## config.mk

```make
export PLATFORM = sky130hd
export DESIGN_NAME = approx_prod_accum_flat
export DESIGN_NICKNAME = d
export VERILOG_FILES = /design/src/rtl/approx_prod_accum_if.sv /design/src/rtl/approx_prod_accum.sv /design/src/flat_wrapper.sv
export SDC_FILE = /design/constraint.sdc
export NUM_CORES = 1
export LEC_CHECK = 0
export BUFFER_PORTS_ARGS = -buffer_cell sky130_fd_sc_hd__buf_2
export CAP_MARGIN = 0
export CORE_MARGIN = 8
export CORE_UTILIZATION = 50
export CTS_CLUSTER_SIZE = 20
export DETAILED_ROUTE_END_ITERATION = 7
export GPL_TIMING_DRIVEN = 0
export HOLD_SLACK_MARGIN = 0.12
export PLACE_DENSITY_LB_ADDON = 0.15
export SKIP_LAST_GASP = 1
export SYNTH_ARGS = -nofsm -noshare
export SYNTH_HDL_FRONTEND = slang
export SYNTH_SLANG_ARGS = --single-unit
```

## constraint.sdc

```tcl
create_clock -name clk -period 7.25 [get_ports clk]
set_input_delay 0.3625 -clock clk [delete_from_list [all_inputs] [get_ports clk]]
set_output_delay 0.3625 -clock clk [all_outputs]
set_load 0.05 [all_outputs]
```

## src/rtl/approx_prod_accum_if.sv

```systemverilog
// ---------------------------------------------------------------------------
// approx_prod_accum_if
// Stream bundle between the approximate multiplier, the accumulator and the
// result consumer.
//   p_valid/p_ready/p_data/p_last : product beat stream into the accumulator
//   out_valid/out_ready           : result handshake
//   out_data/out_terms/out_ovf    : finished sum, term count, overflow flag
// Modports: master = producer/consumer side (testbench or neighbour blocks),
//           slave  = the accumulator itself.
// ---------------------------------------------------------------------------
interface approx_prod_accum_if #(
  parameter int PROD_W = 16,
  parameter int ACC_W  = 24,
  parameter int CNT_W  = 7
);
  logic              p_valid;
  logic              p_ready;
  logic [PROD_W-1:0] p_data;
  logic              p_last;
  logic              out_valid;
  logic              out_ready;
  logic [ACC_W-1:0]  out_data;
  logic [CNT_W-1:0]  out_terms;
  logic              out_ovf;

  modport master (
    output p_valid, p_data, p_last, out_ready,
    input  p_ready, out_valid, out_data, out_terms, out_ovf
  );

  modport slave (
    input  p_valid, p_data, p_last, out_ready,
    output p_ready, out_valid, out_data, out_terms, out_ovf
  );
endinterface

```

## src/rtl/approx_prod_accum.sv

```systemverilog
// ---------------------------------------------------------------------------
// approx_prod_accum
// Accumulates unsigned 16-bit approximate products into a dot-product sum.
// A sequence ends on p_last or when MAX_TERMS beats have been taken; the
// finished sum is held in a single registered result slot until taken.
// Ports:
//   clk  : rising-edge clock
//   rst  : synchronous active-high reset (discards partial sum and result)
//   bus  : approx_prod_accum_if.slave (product stream in, result stream out)
// Optional feature: define ACCUM_SATURATE_EN to clamp the accumulator at
// 2^ACC_W-1 on overflow instead of wrapping modulo 2^ACC_W.
// ---------------------------------------------------------------------------
module approx_prod_accum #(
  parameter int PROD_W    = 16,
  parameter int ACC_W     = 24,
  parameter int MAX_TERMS = 64
) (
  input logic               clk,
  input logic               rst,
  approx_prod_accum_if.slave bus
);
  localparam int CNT_W = $clog2(MAX_TERMS + 1);

  typedef enum logic [1:0] {
    IDLE  = 2'd0,
    ACCUM = 2'd1,
    HOLD  = 2'd2
  } state_t;

  state_t            state;
  logic [ACC_W-1:0]  acc;
  logic [CNT_W-1:0]  count;
  logic              ovf;
  logic              out_valid_q;
  logic [ACC_W-1:0]  out_data_q;
  logic [CNT_W-1:0]  out_terms_q;
  logic              out_ovf_q;

  logic              accept;
  logic              seq_end;
  logic [ACC_W:0]    sum;
  logic [ACC_W:0]    p_ext;
  logic [ACC_W-1:0]  next_acc;
  logic [CNT_W-1:0]  next_count;
  logic              next_ovf;

  // Ready only outside HOLD and never in a reset cycle.
  assign bus.p_ready   = (state != HOLD) & ~rst;
  assign bus.out_valid = out_valid_q;
  assign bus.out_data  = out_data_q;
  assign bus.out_terms = out_terms_q;
  assign bus.out_ovf   = out_ovf_q;

  // Next accumulator/count/overflow values for an accepted beat.
  always_comb begin
    accept     = bus.p_valid & bus.p_ready;
    p_ext      = {{(ACC_W + 1 - PROD_W){1'b0}}, bus.p_data};
    sum        = '0;
    next_count = '0;
    next_ovf   = 1'b0;
    if (state == IDLE) begin
      // First beat restarts the sequence; previous acc/ovf are irrelevant.
      sum        = p_ext;
      next_count = CNT_W'(1);
      next_ovf   = 1'b0;
    end else begin
      sum        = {1'b0, acc} + p_ext;
      next_count = count + CNT_W'(1);
      next_ovf   = ovf | sum[ACC_W];
    end
`ifdef ACCUM_SATURATE_EN
    // Once clamped, any further add carries out again, so the clamp sticks.
    if (sum[ACC_W]) begin
      next_acc = {ACC_W{1'b1}};
    end else begin
      next_acc = sum[ACC_W-1:0];
    end
`else
    next_acc = sum[ACC_W-1:0];
`endif
    seq_end = bus.p_last | (next_count == CNT_W'(MAX_TERMS));
  end

  // Sequence FSM with registered result slot.
  always_ff @(posedge clk) begin
    if (rst) begin
      state       <= IDLE;
      acc         <= '0;
      count       <= '0;
      ovf         <= 1'b0;
      out_valid_q <= 1'b0;
      out_data_q  <= '0;
      out_terms_q <= '0;
      out_ovf_q   <= 1'b0;
    end else begin
      case (state)
        IDLE, ACCUM: begin
          if (accept) begin
            acc   <= next_acc;
            count <= next_count;
            ovf   <= next_ovf;
            if (seq_end) begin
              state       <= HOLD;
              out_valid_q <= 1'b1;
              out_data_q  <= next_acc;
              out_terms_q <= next_count;
              out_ovf_q   <= next_ovf;
            end else begin
              state <= ACCUM;
            end
          end
        end
        HOLD: begin
          if (bus.out_ready) begin
            out_valid_q <= 1'b0;
            state       <= IDLE;
          end
        end
        default: begin
          state       <= IDLE;
          out_valid_q <= 1'b0;
        end
      endcase
    end
  end
endmodule

```

## src/flat_wrapper.sv

```systemverilog
// flat-port wrapper written by rule: the top's interface ports become plain ports
module approx_prod_accum_flat 
#(
  parameter int PROD_W    = 16,
  parameter int ACC_W     = 24,
  parameter int MAX_TERMS = 64
)
  (clk, rst, bus_p_valid, bus_p_data, bus_p_last, bus_out_ready, bus_p_ready, bus_out_valid, bus_out_data, bus_out_terms, bus_out_ovf);
  approx_prod_accum_if #(.PROD_W(PROD_W), .ACC_W(ACC_W), .CNT_W(($clog2((64) + 1)))) bus_i ();
  input logic clk;
  input logic rst;
  input wire logic [$bits(bus_i.p_valid)-1:0] bus_p_valid;
  input wire logic [$bits(bus_i.p_data)-1:0] bus_p_data;
  input wire logic [$bits(bus_i.p_last)-1:0] bus_p_last;
  input wire logic [$bits(bus_i.out_ready)-1:0] bus_out_ready;
  output wire logic [$bits(bus_i.p_ready)-1:0] bus_p_ready;
  output wire logic [$bits(bus_i.out_valid)-1:0] bus_out_valid;
  output wire logic [$bits(bus_i.out_data)-1:0] bus_out_data;
  output wire logic [$bits(bus_i.out_terms)-1:0] bus_out_terms;
  output wire logic [$bits(bus_i.out_ovf)-1:0] bus_out_ovf;
  assign bus_i.p_valid = bus_p_valid;
  assign bus_i.p_data = bus_p_data;
  assign bus_i.p_last = bus_p_last;
  assign bus_i.out_ready = bus_out_ready;
  assign bus_p_ready = bus_i.p_ready;
  assign bus_out_valid = bus_i.out_valid;
  assign bus_out_data = bus_i.out_data;
  assign bus_out_terms = bus_i.out_terms;
  assign bus_out_ovf = bus_i.out_ovf;
  approx_prod_accum #(.PROD_W(PROD_W), .ACC_W(ACC_W), .MAX_TERMS(MAX_TERMS)) u_core (.clk(clk), .rst(rst), .bus(bus_i));
endmodule
```

==> flow_metrics.tcl <==
set metrics [dict create \
    synthAdderAreaFrac_pct 6.33 \
    vias_per_cell 5.79 \
    grt_pass1_vias 3533 \
    instances_no_fill 617 \
    post_cts_resized 0 \
    syn_area_um2 3680 \
    maxCapViolations 0 \
    p_per_area_nw_per_um2 211 \
    ir_drop_mv 0.137 \
    setup_viol 0 \
    place_inst 601 \
    crit_chain "ha_1 -> xor2_1 -> or4b_4 -> nor4_2 -> a21oi_1 -> clkbuf_1 -> nand3b_1 -> o21ai_0" \
    start_kind "flop" \
    regArea_um2 1340 \
    io_pins 55 \
    cts-root-buf "clkbuf_8" \
    io_buffers 53 \
    yosys-mux-area-fraction_pct 1.91 \
    ys_ff_latch 67 \
    grt_max_degree 12 \
    final_nets 552 \
    seq_power_share_pct 43.1 \
    power.leakage_nw 1.70 \
    rsz0062_at_grt "no" \
    synthXorXnorAreaFrac_pct 5.24 \
    final_max_slew_viol_count 0 \
    ys.flop_type "dfxtp_1" \
    fill_cells 691 \
    slowest_stage "or4b_4" \
    min_period_ns 2.63 \
    groute.usage.overall_pct 20.5 \
    max_freq_mhz 381 \
    p_total_uw 903 \
    reg2reg_from "u_core.count[0]" \
    min_path_cells 3 \
    cp.required_ns 7.46 \
    status "complete, no violations" \
    synth-compound-area-share_pct 23.5 \
    yosys.cell_types.count 56 \
    p_sw_share_pct 29.9 \
    internal-power_uw 633 \
    synth_simple_gate_area_share_pct 22.8 \
    h-tree-depth 3 \
    skew_ns 0.0119 \
    multi_input_area_um2 2200 \
    stdcell_area_um2 4270 \
    start_util_pct 51.2 \
    fin_crit_sh_pct 36.2 \
    combPwrFrac_pct 19.2 \
    cts_made_buffers 9 \
    hold_path_class "input port to flop" \
    post_cts_buffers 0 \
    drt-total-wl_um 9870 \
    syn-num-nets 488 \
    hpwl_um 7340 \
    cts.sinks 67 \
    setup_tns_ns 0 \
    wl_per_cell_um 16.0 \
    synth_edf_count 0 \
    cts_tree "built" \
    worst-path-max-fanout 10 \
    hold_viol 0 \
    power_switching_uw 270 \
    drc 0 \
    core_um2 7180 \
    vias 3575 \
    critPathLaunch "u_core.count[0]" \
    placed_area_um2 4070 \
    rows 31 \
    hold_start "bus_out_ready" \
    clk_latency_ns 0.35 \
    end_kind "flop" \
    relSlewSlack_pct 56.9 \
    cts.clk_slew.worst_paths_ns 0.08 \
    clockBufferDepth 2 \
    dieHeight_um 102 \
    antenna_cells 0 \
    critPathMaxStageDelay_ns 0.51 \
    die_area_um2 10400 \
    synth_top_family_by_area "compound AO/OA/AOI/OAI gates" \
    drt_iter0_markers 158 \
    antenna_found_initial 0 \
    ys_async_sr_fraction_pct 0 \
    routabilityCongestion 0.842 \
    cts_hold_buffers 0 \
    ys.warnings.count 0 \
    drive_gt1_share_pct 16.2 \
    area_delta_synth_final_pct 16.3 \
    rr_worst_depth 8 \
    drtAntennaViolNets 0 \
    grt_pass1_wl_um 16800 \
    clockPowerShare_pct 37.7 \
    worstMarginPinSlew_ns 0.647 \
    ys_seq_area_share_pct 36.5 \
    synthCells 449 \
    syn_area_per_cell_um2 8.19 \
    overflow 0 \
    drtPass1Iterations 4 \
    fp.dieW_um 102 \
    worstSetupPathType "flop to flop" \
    crit_arrival_ns 2.84 \
]
==> cell usage in the layout (no fill, tap or decap), types with 5 or more instances in the layout <==
master    count
nor3_1       14
clkbuf_1     20
xnor2_1       8
a21o_1        5
dfxtp_1      67
clkbuf_8      9
a21oi_1      31
buf_2        56
nand3_1      17
a31oi_1       8
nand3b_1     12
or3_1         6
nand2_1      47
inv_1         6
a211oi_1     24
a221oi_1      6
o21ai_0      28
ha_1         17
mux2i_1       7
nor2_1       51
xor2_1       14
==> critical path: cells and delay by family, from the launching register on <==
| family | cells | cell delay, ns |
|---|---|---|
| flip-flops | 1 | 0.47 |
| buffers and inverters | 1 | 0.30 |
| AND/OR/NAND/NOR | 3 | 0.97 |
| AO/OA/AOI/OAI | 2 | 0.32 |
| XOR/XNOR | 1 | 0.14 |
| adder cells (fa/ha/maj) | 1 | 0.31 |
==> sequential cells by signal, summed over array words and instances (netlist names) <==
| register | count |
|---|---|
| u_core.state | 2 |
| u_core.bus.out_data | 24 |
| u_core.ovf | 1 |
| u_core.count | 7 |
| u_core.bus.out_terms | 7 |
| u_core.acc | 24 |
| u_core.bus.out_valid | 1 |
| u_core.bus.out_ovf | 1 |
==> cell families (layout without fill, tap and decap cells) <==
family / after synthesis / in the layout
AND/OR/NAND/NOR: 172 / 172
AO/OA/AOI/OAI: 130 / 130
flip-flops: 67 / 67
buffers and inverters: 33 / 102
XOR/XNOR: 22 / 22
adder cells (fa/ha/maj): 18 / 18
multiplexers: 7 / 7
==> power groups by stage <==
| stage | registers, mW | clock network [mW] | logic [mW] |
|---|---|---|---|
| finish | 0.389 | 0.341 | 0.173 |
| global route | 0.390 | 0.362 | 0.193 |
| CTS | 0.389 | 0.344 | 0.173 |
| detailed placement | 0.397 | 0 | 0.172 |
| global placement | 0.397 | 0 | 0.169 |
| floorplan | 0.416 | 0 | 0.108 |
==> layer usage <==
metal	share of wire, %	vias to the layer above	wire length (um)	GRT usage, %
li1	-	1760	-	-
met1	44	1708	4360	24.2
met2	48	82	4770	34.8
met3	5.1	25	499	5.02
met4	2.5	0	243	7.67
met5	0	-	0	0
==> path summary, 6_finish.rpt <==
path                                  end  slack (ns)
setup reg to reg   u_core.bus.out_data[1]        4.62
hold / removal            u_core.state[1]        0.31
setup / recovery   u_core.bus.out_data[1]        4.62
hold reg to reg   u_core.bus.out_data[22]        0.45
==> final cells by class <==
| type | count | share of cell area [%] |
|---|---|---|
| Clock buffer | 11 | 3.07 |
| Tap cell | 99 | 2.90 |
| Timing Repair Buffer | 53 | 6.21 |
| Buffer | 26 | 2.63 |
| Inverter | 7 | 0.615 |
| Clock inverter | 5 | 1.81 |
| Multi-Input combinational cell | 349 | 51.4 |
| Sequential cell | 67 | 31.4 |
==> synth_stat cells (3+ instances only) <==
cell,number,area [um^2]
xor2_1,14,123
nor3b_1,3,22.5
o211ai_1,3,22.5
ha_1,17,213
xnor2_1,8,70.1
or3_1,6,37.5
o21ai_0,28,140
buf_2,3,15.0
dfxtp_1,67,1340
nor2_1,51,191
inv_1,6,22.5
a221oi_1,6,52.6
nand3b_1,12,90.1
a211oi_1,24,180
a311oi_1,3,26.3
a21oi_1,31,155
nor3_1,14,70.1
and3_1,4,25.0
o21a_1,4,30.0
mux2i_1,7,70.1
o21bai_1,3,22.5
nor2b_1,4,25.0
nand2_1,47,176
a21o_1,5,37.5
nand3_1,17,85.1
buf_1,3,11.3
clkbuf_1,18,67.6
a31oi_1,8,50.1
==> per-stage QoR <==
stage	setup WS, ns	util (%)	hold slack (ns)
after CTS	4.60	59.6	0.300
final	4.62	59.6	0.311
after global routing	4.38	59.6	0.315
after global placement	4.46	56.7	0.429
after detailed placement	4.48	56.7	0.439
after floorplan	4.89	-	0.455
Power figures use the tool's default switching activity.
